File: src/rtl/debounce_pkg.sv
// Shared types and constants for the push-button debouncer.
// Holds the FSM state encoding, default 100 MHz timings and counter sizing.
package debounce_pkg;

  typedef enum logic [1:0] {
    LOW      = 2'd0,
    CHK_HIGH = 2'd1,
    HIGH     = 2'd2,
    CHK_LOW  = 2'd3
  } state_t;

  // 1 ms and 1 s at 100 MHz
  localparam int DEF_STABLE_CYCLES = 100_000;
  localparam int DEF_LONG_CYCLES   = 100_000_000;

  // Counter width that holds 0..n-1, never narrower than one bit
  function automatic int cnt_w(input int n);
    return (n < 2) ? 1 : $clog2(n);
  endfunction

endpackage

File: src/rtl/debounce_edge_detector_window.sv
// stable_window_counter: saturating up-counter that flags terminal count.
// Ports: clk, rst_n, clear, enable in; done out (count == N-1).
module stable_window_counter #(
  parameter int N = 4,
  parameter int W = 2
) (
  input  logic clk,
  input  logic rst_n,
  input  logic clear,
  input  logic enable,
  output logic done
);

  localparam logic [W-1:0] LAST = W'(N - 1);

  logic [W-1:0] cnt;

  assign done = (cnt == LAST);

  // Holds at LAST so the count never passes its compare value
  always_ff @(posedge clk or negedge rst_n) begin
    if (!rst_n) begin
      cnt <= '0;
    end else if (clear) begin
      cnt <= '0;
    end else if (enable && !done) begin
      cnt <= cnt + W'(1);
    end
  end

endmodule

File: src/rtl/debounce_edge_detector.sv
// Debouncer with edge, long-press and press-count outputs.
// Ports: clk, rst_n, sync_in in; level, rise, fall, long_press, press_count out.
module debounce_edge_detector
  import debounce_pkg::*;
#(
  parameter int STABLE_CYCLES = DEF_STABLE_CYCLES,
  parameter int LONG_CYCLES   = DEF_LONG_CYCLES,
  parameter int CNT_W         = 8
) (
  input  logic             clk,
  input  logic             rst_n,
  input  logic             sync_in,
  output logic             level,
  output logic             rise,
  output logic             fall,
  output logic             long_press,
  output logic [CNT_W-1:0] press_count
);

  localparam int STB_W = cnt_w(STABLE_CYCLES);
  localparam int LNG_W = cnt_w(LONG_CYCLES);

  state_t state, next;

  logic stb_clr, stb_en, stb_done;
  logic lng_clr, lng_en, lng_done;
  logic do_rise, do_fall, do_long;
  logic long_done;

  stable_window_counter #(
    .N (STABLE_CYCLES),
    .W (STB_W)
  ) u_stb (
    .clk    (clk),
    .rst_n  (rst_n),
    .clear  (stb_clr),
    .enable (stb_en),
    .done   (stb_done)
  );

  stable_window_counter #(
    .N (LONG_CYCLES),
    .W (LNG_W)
  ) u_lng (
    .clk    (clk),
    .rst_n  (rst_n),
    .clear  (lng_clr),
    .enable (lng_en),
    .done   (lng_done)
  );

  always_ff @(posedge clk or negedge rst_n) begin
    if (!rst_n) begin
      state <= LOW;
    end else begin
      state <= next;
    end
  end

  always_comb begin
    next    = state;
    stb_clr = 1'b0;
    stb_en  = 1'b0;
    lng_clr = 1'b0;
    lng_en  = 1'b0;
    do_rise = 1'b0;
    do_fall = 1'b0;
    do_long = 1'b0;
    unique case (state)
      LOW: begin
        stb_clr = 1'b1;
        if (sync_in) next = CHK_HIGH;
      end
      CHK_HIGH: begin
        if (!sync_in) begin
          next    = LOW;
          stb_clr = 1'b1;
        end else if (stb_done) begin
          next    = HIGH;
          stb_clr = 1'b1;
          lng_clr = 1'b1;
          do_rise = 1'b1;
        end else begin
          stb_en = 1'b1;
        end
      end
      HIGH: begin
        stb_clr = 1'b1;
        if (!sync_in) begin
          next = CHK_LOW;
        end else if (!long_done) begin
          // Terminal count fires once; the counter then holds
          if (lng_done) do_long = 1'b1;
          else          lng_en  = 1'b1;
        end
      end
      CHK_LOW: begin
        // Long-press counter is frozen while a release is pending
        if (sync_in) begin
          next    = HIGH;
          stb_clr = 1'b1;
        end else if (stb_done) begin
          next    = LOW;
          stb_clr = 1'b1;
          do_fall = 1'b1;
        end else begin
          stb_en = 1'b1;
        end
      end
      default: begin
        next    = LOW;
        stb_clr = 1'b1;
      end
    endcase
  end

  always_ff @(posedge clk or negedge rst_n) begin
    if (!rst_n) begin
      level       <= 1'b0;
      rise        <= 1'b0;
      fall        <= 1'b0;
      long_press  <= 1'b0;
      long_done   <= 1'b0;
      press_count <= '0;
    end else begin
      rise       <= do_rise;
      fall       <= do_fall;
      long_press <= do_long;
      if (do_rise) begin
        level       <= 1'b1;
        long_done   <= 1'b0;
        press_count <= press_count + CNT_W'(1);
      end else if (do_fall) begin
        level <= 1'b0;
      end
      if (do_long) long_done <= 1'b1;
    end
  end

endmodule

File: config.mk
export PLATFORM = sky130hd
export DESIGN_NAME = debounce_edge_detector
export DESIGN_NICKNAME = d
export VERILOG_FILES = /design/src/rtl/debounce_pkg.sv /design/src/rtl/debounce_edge_detector_window.sv /design/src/rtl/debounce_edge_detector.sv
export SDC_FILE = /design/constraint.sdc
export NUM_CORES = 1
export LEC_CHECK = 0
export CAP_MARGIN = 20
export CORE_MARGIN = 1
export CORE_UTILIZATION = 40
export CTS_CLUSTER_DIAMETER = 40
export DETAILED_ROUTE_END_ITERATION = 12
export PLACE_DENSITY = 0.64
export SYNTH_ARGS = -nofsm -noshare
export SYNTH_HDL_FRONTEND = slang
export SYNTH_HIERARCHICAL = 1
export SYNTH_SLANG_ARGS = --single-unit
export TNS_END_PERCENT = 1
File: constraint.sdc
create_clock -name clk -period 3.4 [get_ports clk]
set_input_delay 0.68 -clock clk [delete_from_list [all_inputs] [get_ports clk]]
set_output_delay 0.68 -clock clk [all_outputs]
set_load 0.05 [all_outputs]
After elaboration in Yosys (flattened, before gate mapping). Index checks and enable logic that the tools add are counted.

$add $sub $neg: 3. Equal/unequal tests: 9. Mux-type cells: 35. Reduce and logical (&&, ||, !) cells: 11.

Operator list (number): $mux W27 (2); $mux W17 (2); $add A27 B1 Y27 const B (1); $eq A27 B27 Y1 const B (1); $mux W1 (22); $add A17 B1 Y17 const B (1); $eq A17 B17 Y1 const B (1); $mux W2 (6); $add A8 B1 Y8 const B (1); $pmux W2 S4 (1); $reduce_bool A2 Y1 (4); $ne A3 B2 Y1 const B (2); $eq A2 B2 Y1 const B (2); $ne A2 B2 Y1 const B (2); $reduce_and A4 Y1 (1); $pmux W1 S3 (1); $eq A2 B1 Y1 const B (1); $logic_and A1 B1 Y1 (2); $logic_not A1 Y1 (2); $logic_not A2 Y1 (1); $pmux W1 S2 (1); $reduce_or A2 Y1 (1).

Register bits after elaboration: 59. Input bits: 3. Output and inout bits: 12. Word-level logic and storage cells: 67.

Longest topological paths before layout.
Depth after elaboration: 8. Mapped depth: 11. Gate-level depth less buffers: 10.

By module. The synthesis kept the hierarchy.

Modules (own cells, without submodules): stable_window_counter at u_lng (times used 1, cells an instance 167, area an instance 1575.3 µm², sequential area each 675.6 µm²); stable_window_counter at u_stb (times used 1, cells an instance 99, area an instance 935.9 µm², sequential area each 425.4 µm²); debounce_edge_detector (times used 1, cells an instance 53, area an instance 641.9 µm², sequential area each 375.4 µm²).

Least setup slack after synthesis. Ideal clock, no wire load.

Path type: flip-flop to flip-flop. From: reg u_stb.cnt[12]. To: reg u_lng.cnt[14]. Setup time: 0.132 ns. Arrival: 2.681 ns. Required time: 3.268 ns. Slack: 0.587 ns. Cell stages (with the launch flop): 8. Path buffers: 2. Clock period less this slack: 2.813 ns. Cells stage by stage: dfrtp_1 or4b_4 nor4_1 nand4b_4 inv_2 clkbuf_1 clkbuf_1 nor2_1.

Longest elaborated chain between the ends: 5. Elaborated cells on any way between the ends: 6. Those cells by class: 1 x eq/ne; 4 x mux; 1 x reduce/logical.

RTL lines: from (decl) (RTL line debounce_edge_detector_window.sv:16) `logic [W-1:0] cnt;`; from (signal assigned) (RTL line debounce_edge_detector_window.sv:27) `cnt <= cnt + W'(1);`; $eq A17 B17 Y1 (*) (RTL line debounce_edge_detector_window.sv:18) `assign done = (cnt == LAST);`; named net stb_done (RTL line debounce_edge_detector.sv:25) `logic stb_clr, stb_en, stb_done;`; $mux W1 (*) (3 in series); named net do_rise (RTL line debounce_edge_detector.sv:27) `logic do_rise, do_fall, do_long;`; $mux W27 or $reduce_bool A2 Y1 (tied branches); to (signal assigned) (RTL line debounce_edge_detector_window.sv:27); to (decl) (RTL line debounce_edge_detector_window.sv:16).

Mark *: on every way through the listed nets, which the timed path passes. The rest lies on a longest branch. A chain may end at the register's enable or synchronous reset.

Worst setup path in the final report.
From: reg u_stb.cnt[8]. To: reg u_stb.cnt[0].

Longest elaborated chain between the ends: 6. Elaborated cells on any way between the ends: 13. Those cells by class: 1 x eq/ne; 9 x mux; 3 x reduce/logical.

RTL lines: $eq A17 B17 Y1 (*) (RTL line debounce_edge_detector_window.sv:18); named net stb_done (RTL line debounce_edge_detector.sv:25); $mux W1 (*) (RTL line debounce_edge_detector.sv:78, debounce_edge_detector.sv:102); $mux W1 (on tied branches) (RTL line debounce_edge_detector.sv:99, debounce_edge_detector.sv:75); $pmux W1 S2 (*) (RTL line debounce_edge_detector.sv:69) `unique case (state)`; named net stb_en (RTL line debounce_edge_detector.sv:25); $logic_and A1 B1 Y1 (*) (RTL line debounce_edge_detector_window.sv:26) `end else if (enable && !done) begin`; $reduce_bool A2 Y1 (no line) (*).

Marked as above.

==> impl_metrics.ini <==
[pwr]
p_leak_nw = 1.52
p_total_mw = 1.43
pwr_density_cell_mw_per_mm2 = 398
vdd_drop_max_mv = 0.151

[routing]
drt_iter0_markers = 145
routed-wl-met3_um = 218
vias = 2451
routed-wl-met2_mm = 2.88
drt-met1-wl_mm = 3.06
postRouteAntennaNets = 0
drtPass1Iterations = 4
routed_wl_mm = 6.24
drc_errors = 0
via_per_inst = 5.48
topRoutingLayerUsed = met4
wl_per_cell_um = 14.0

[final_layout]
finalNonFillerCells = 447
area_growth_pct = 13.9
nFillCells = 736
drive_gt1_share_pct = 12.5
fin_nets = 346
register_area_mm2 = 0.00148
multiInputGateArea_mm2 = 0.00161
num_antenna_cells = 0

[synth]
netlist_instances = 319
async_flop_share_pct = 100
synthTopCellsByCount = dfrtp_1 (59), nor2_1 (29), nand2_1 (25)
synth-edff-count = 0
ys.flop_type = dfrtp_1
syn_nets = 325
synth_top_area_share_pct = 46.8
synth.largest_area_cell = dfrtp_1
synth_warnings = 6
synth_area_leaders = dfrtp_1 (47%), xor2_1 (4.7%), nand4_1 (3.8%)
ys_seq_area_share_pct = 46.8
synth_seq_cells = 59
synth.distinct_cells = 50
yosysMostFrequentCell = dfrtp_1
synth_area_per_cell_um2 = 9.88
netlist_area_mm2 = 0.00315

[worst_setup_path]
r2r_cells = 8
worstSetupStartpointType = register
rr_endpoint = u_stb/cnt[0]
crit_fanout = 19
r2r-start = u_stb/cnt[8]
required_ns = 3.63
critical_path_arrival_ns = 2.95
reg2reg_slack_ns = 0.67
path_class = reg2reg
endpoint_kind = register

[sta]
finalHoldViolations = 0
finClkSkew_ns = 0.0135
worstMarginPinSlew_ns = 0.681
setup-tns-final_ns = 0
setup_viol = 0
layout_min_cycle_time_ns = 2.73
final_max_slew_viol_count = 0
rsz0062_at_grt = false
max_freq_mhz = 367
relSlewSlack_pct = 54.3
fin_crit_sh_pct = 80.2

[floorplanning]
die_w_um = 90.8
io_pins = 15
die_area_mm2 = 0.00824
start_util_pct = 41.0
fp.coreArea_mm2 = 0.00769
rows = 32
die_y_um = 90.8

[clocking]
cts_tree = yes
numCtsBuffers = 9
cts_setup_buffers = 0
cts_root_buf = clkbuf_8
cts_buffer_depth = 2
ctsResizeCount = 0
clock_sink_count = 59
insertion_delay_ns = 0.34
ctsHoldBuffers = 0
h-tree-depth = 3
clkSlewWorstSetupHoldPaths_ns = 0.07

[place]
dpl.hpwl_mm = 4.29
gp_congestion = 0.817
dp_cells = 431
port_buffers = 14

[global_route]
antenna_found_initial = 0
grt_max_degree = 27
grt_pass1_vias = 2355
grt_usage_pct = 17.3
grt_pass1_wl_mm = 11.3
gr-total-overflow = 0

[outcome]
status = complete, no violations

[worst_hold_path]
min_path_type = in2async

[flow_run]
cap_violations = 0
## critical path: stages, from the launching register on
cell	delay (ns)
dfrtp_1	0.44
or4b_4	0.56
nor4_1	0.35
buf_4	0.21
nor3b_1	0.06
buf_4	0.17
inv_1	0.43
nor2_1	0.11
mux2_4	0.27
## through the flow
stage	cell area [µm²]	utilization [%]	hold slack (ns)	setup WS [ns]
2_1_floorplan	3150	-	0.384	0.587
3_3_place_gp	3420	44.5	0.458	0.425
3_5_place_dp	3420	44.5	0.462	0.357
4_1_cts	3590	46.7	0.364	0.692
5_1_grt	3590	46.7	0.388	0.450
6_report	3590	46.7	0.339	0.673
## kinds of logic after synthesis
logic type,synth area share [%]
multiplexers,2.18
adder cells (fa/ha/maj),1.19
buffers and inverters,2.10
XOR/XNOR,7.50
AND/OR/NAND/NOR,32.1
AO/OA/AOI/OAI,8.14
flip-flops,46.8
## power by group
| part | internal, mW | leakage, nW | switching, mW | total, mW |
|---|---|---|---|---|
| clock | 0.264 | 0.0822 | 0.290 | 0.554 |
| combinational | 0.0452 | 0.635 | 0.0628 | 0.108 |
| sequential | 0.730 | 0.808 | 0.0377 | 0.768 |
| total | 1.04 | 1.52 | 0.391 | 1.43 |
## cell usage in the layout, fill, tap and decap left out, drive strengths merged
cell type and n:
dfrtp 59, nor2 29, nand2 25, nand4 20, a21oi 18, xor2 17
nand3 15, o21ai 15, clkdlybuf4s50 13, or3 13, nor3 11, xnor2 10
clkbuf 10, and3 9, nor4 9, buf 8, or4 7, nor2b 6
o31ai 6, inv 5, nand4b 5, mux2 4, clkinv 4, nor3b 3
ha 3, nand2b 3, and4 3, clkinvlp 2, mux2i 2, or2 2
or4b 2, and4bb 1, and2 1, a21o 1, a31oi 1, and3b 1
o21a 1, o21ba 1
## sequential cells by signal (all words and copies together), names as in the netlist, named ones only
| register | count |
|---|---|
| u_lng/cnt | 27 |
| press_count | 8 |
| fall | 1 |
| level | 1 |
| long_done | 1 |
| rise | 1 |
| long_press | 1 |
| u_stb/cnt | 17 |
| state | 1 |
## final cells by class
class | instances | area share [%]
Clock buffer | 10 | 3.55
Clock inverter | 6 | 1.18
Inverter | 5 | 0.523
Multi-Input combinational cell | 244 | 44.8
Sequential cell | 59 | 41.1
Tap cell | 102 | 3.55
Timing Repair Buffer | 21 | 5.23
## worst max path at each step
stage                  startpoint            end  slack [ns]  cells after the start
CTS                  u_stb/cnt[8]   u_stb/cnt[0]        0.69                      8
global placement          sync_in  u_lng/cnt[23]        0.43                      8
global route              sync_in  u_lng/cnt[25]        0.45                      8
finish               u_stb/cnt[8]   u_stb/cnt[0]        0.67                      8
floorplan           u_stb/cnt[12]  u_lng/cnt[14]        0.59                      7
detailed placement        sync_in  u_lng/cnt[20]        0.36                      7
## layer usage
metal	vias to the layer above	GRT usage, %
li1	1204	-
met1	1203	23.6
met2	36	25.9
met3	8	5.30
met4	0	6.08
met5	-	0
(Power assumes the default switching activity.)
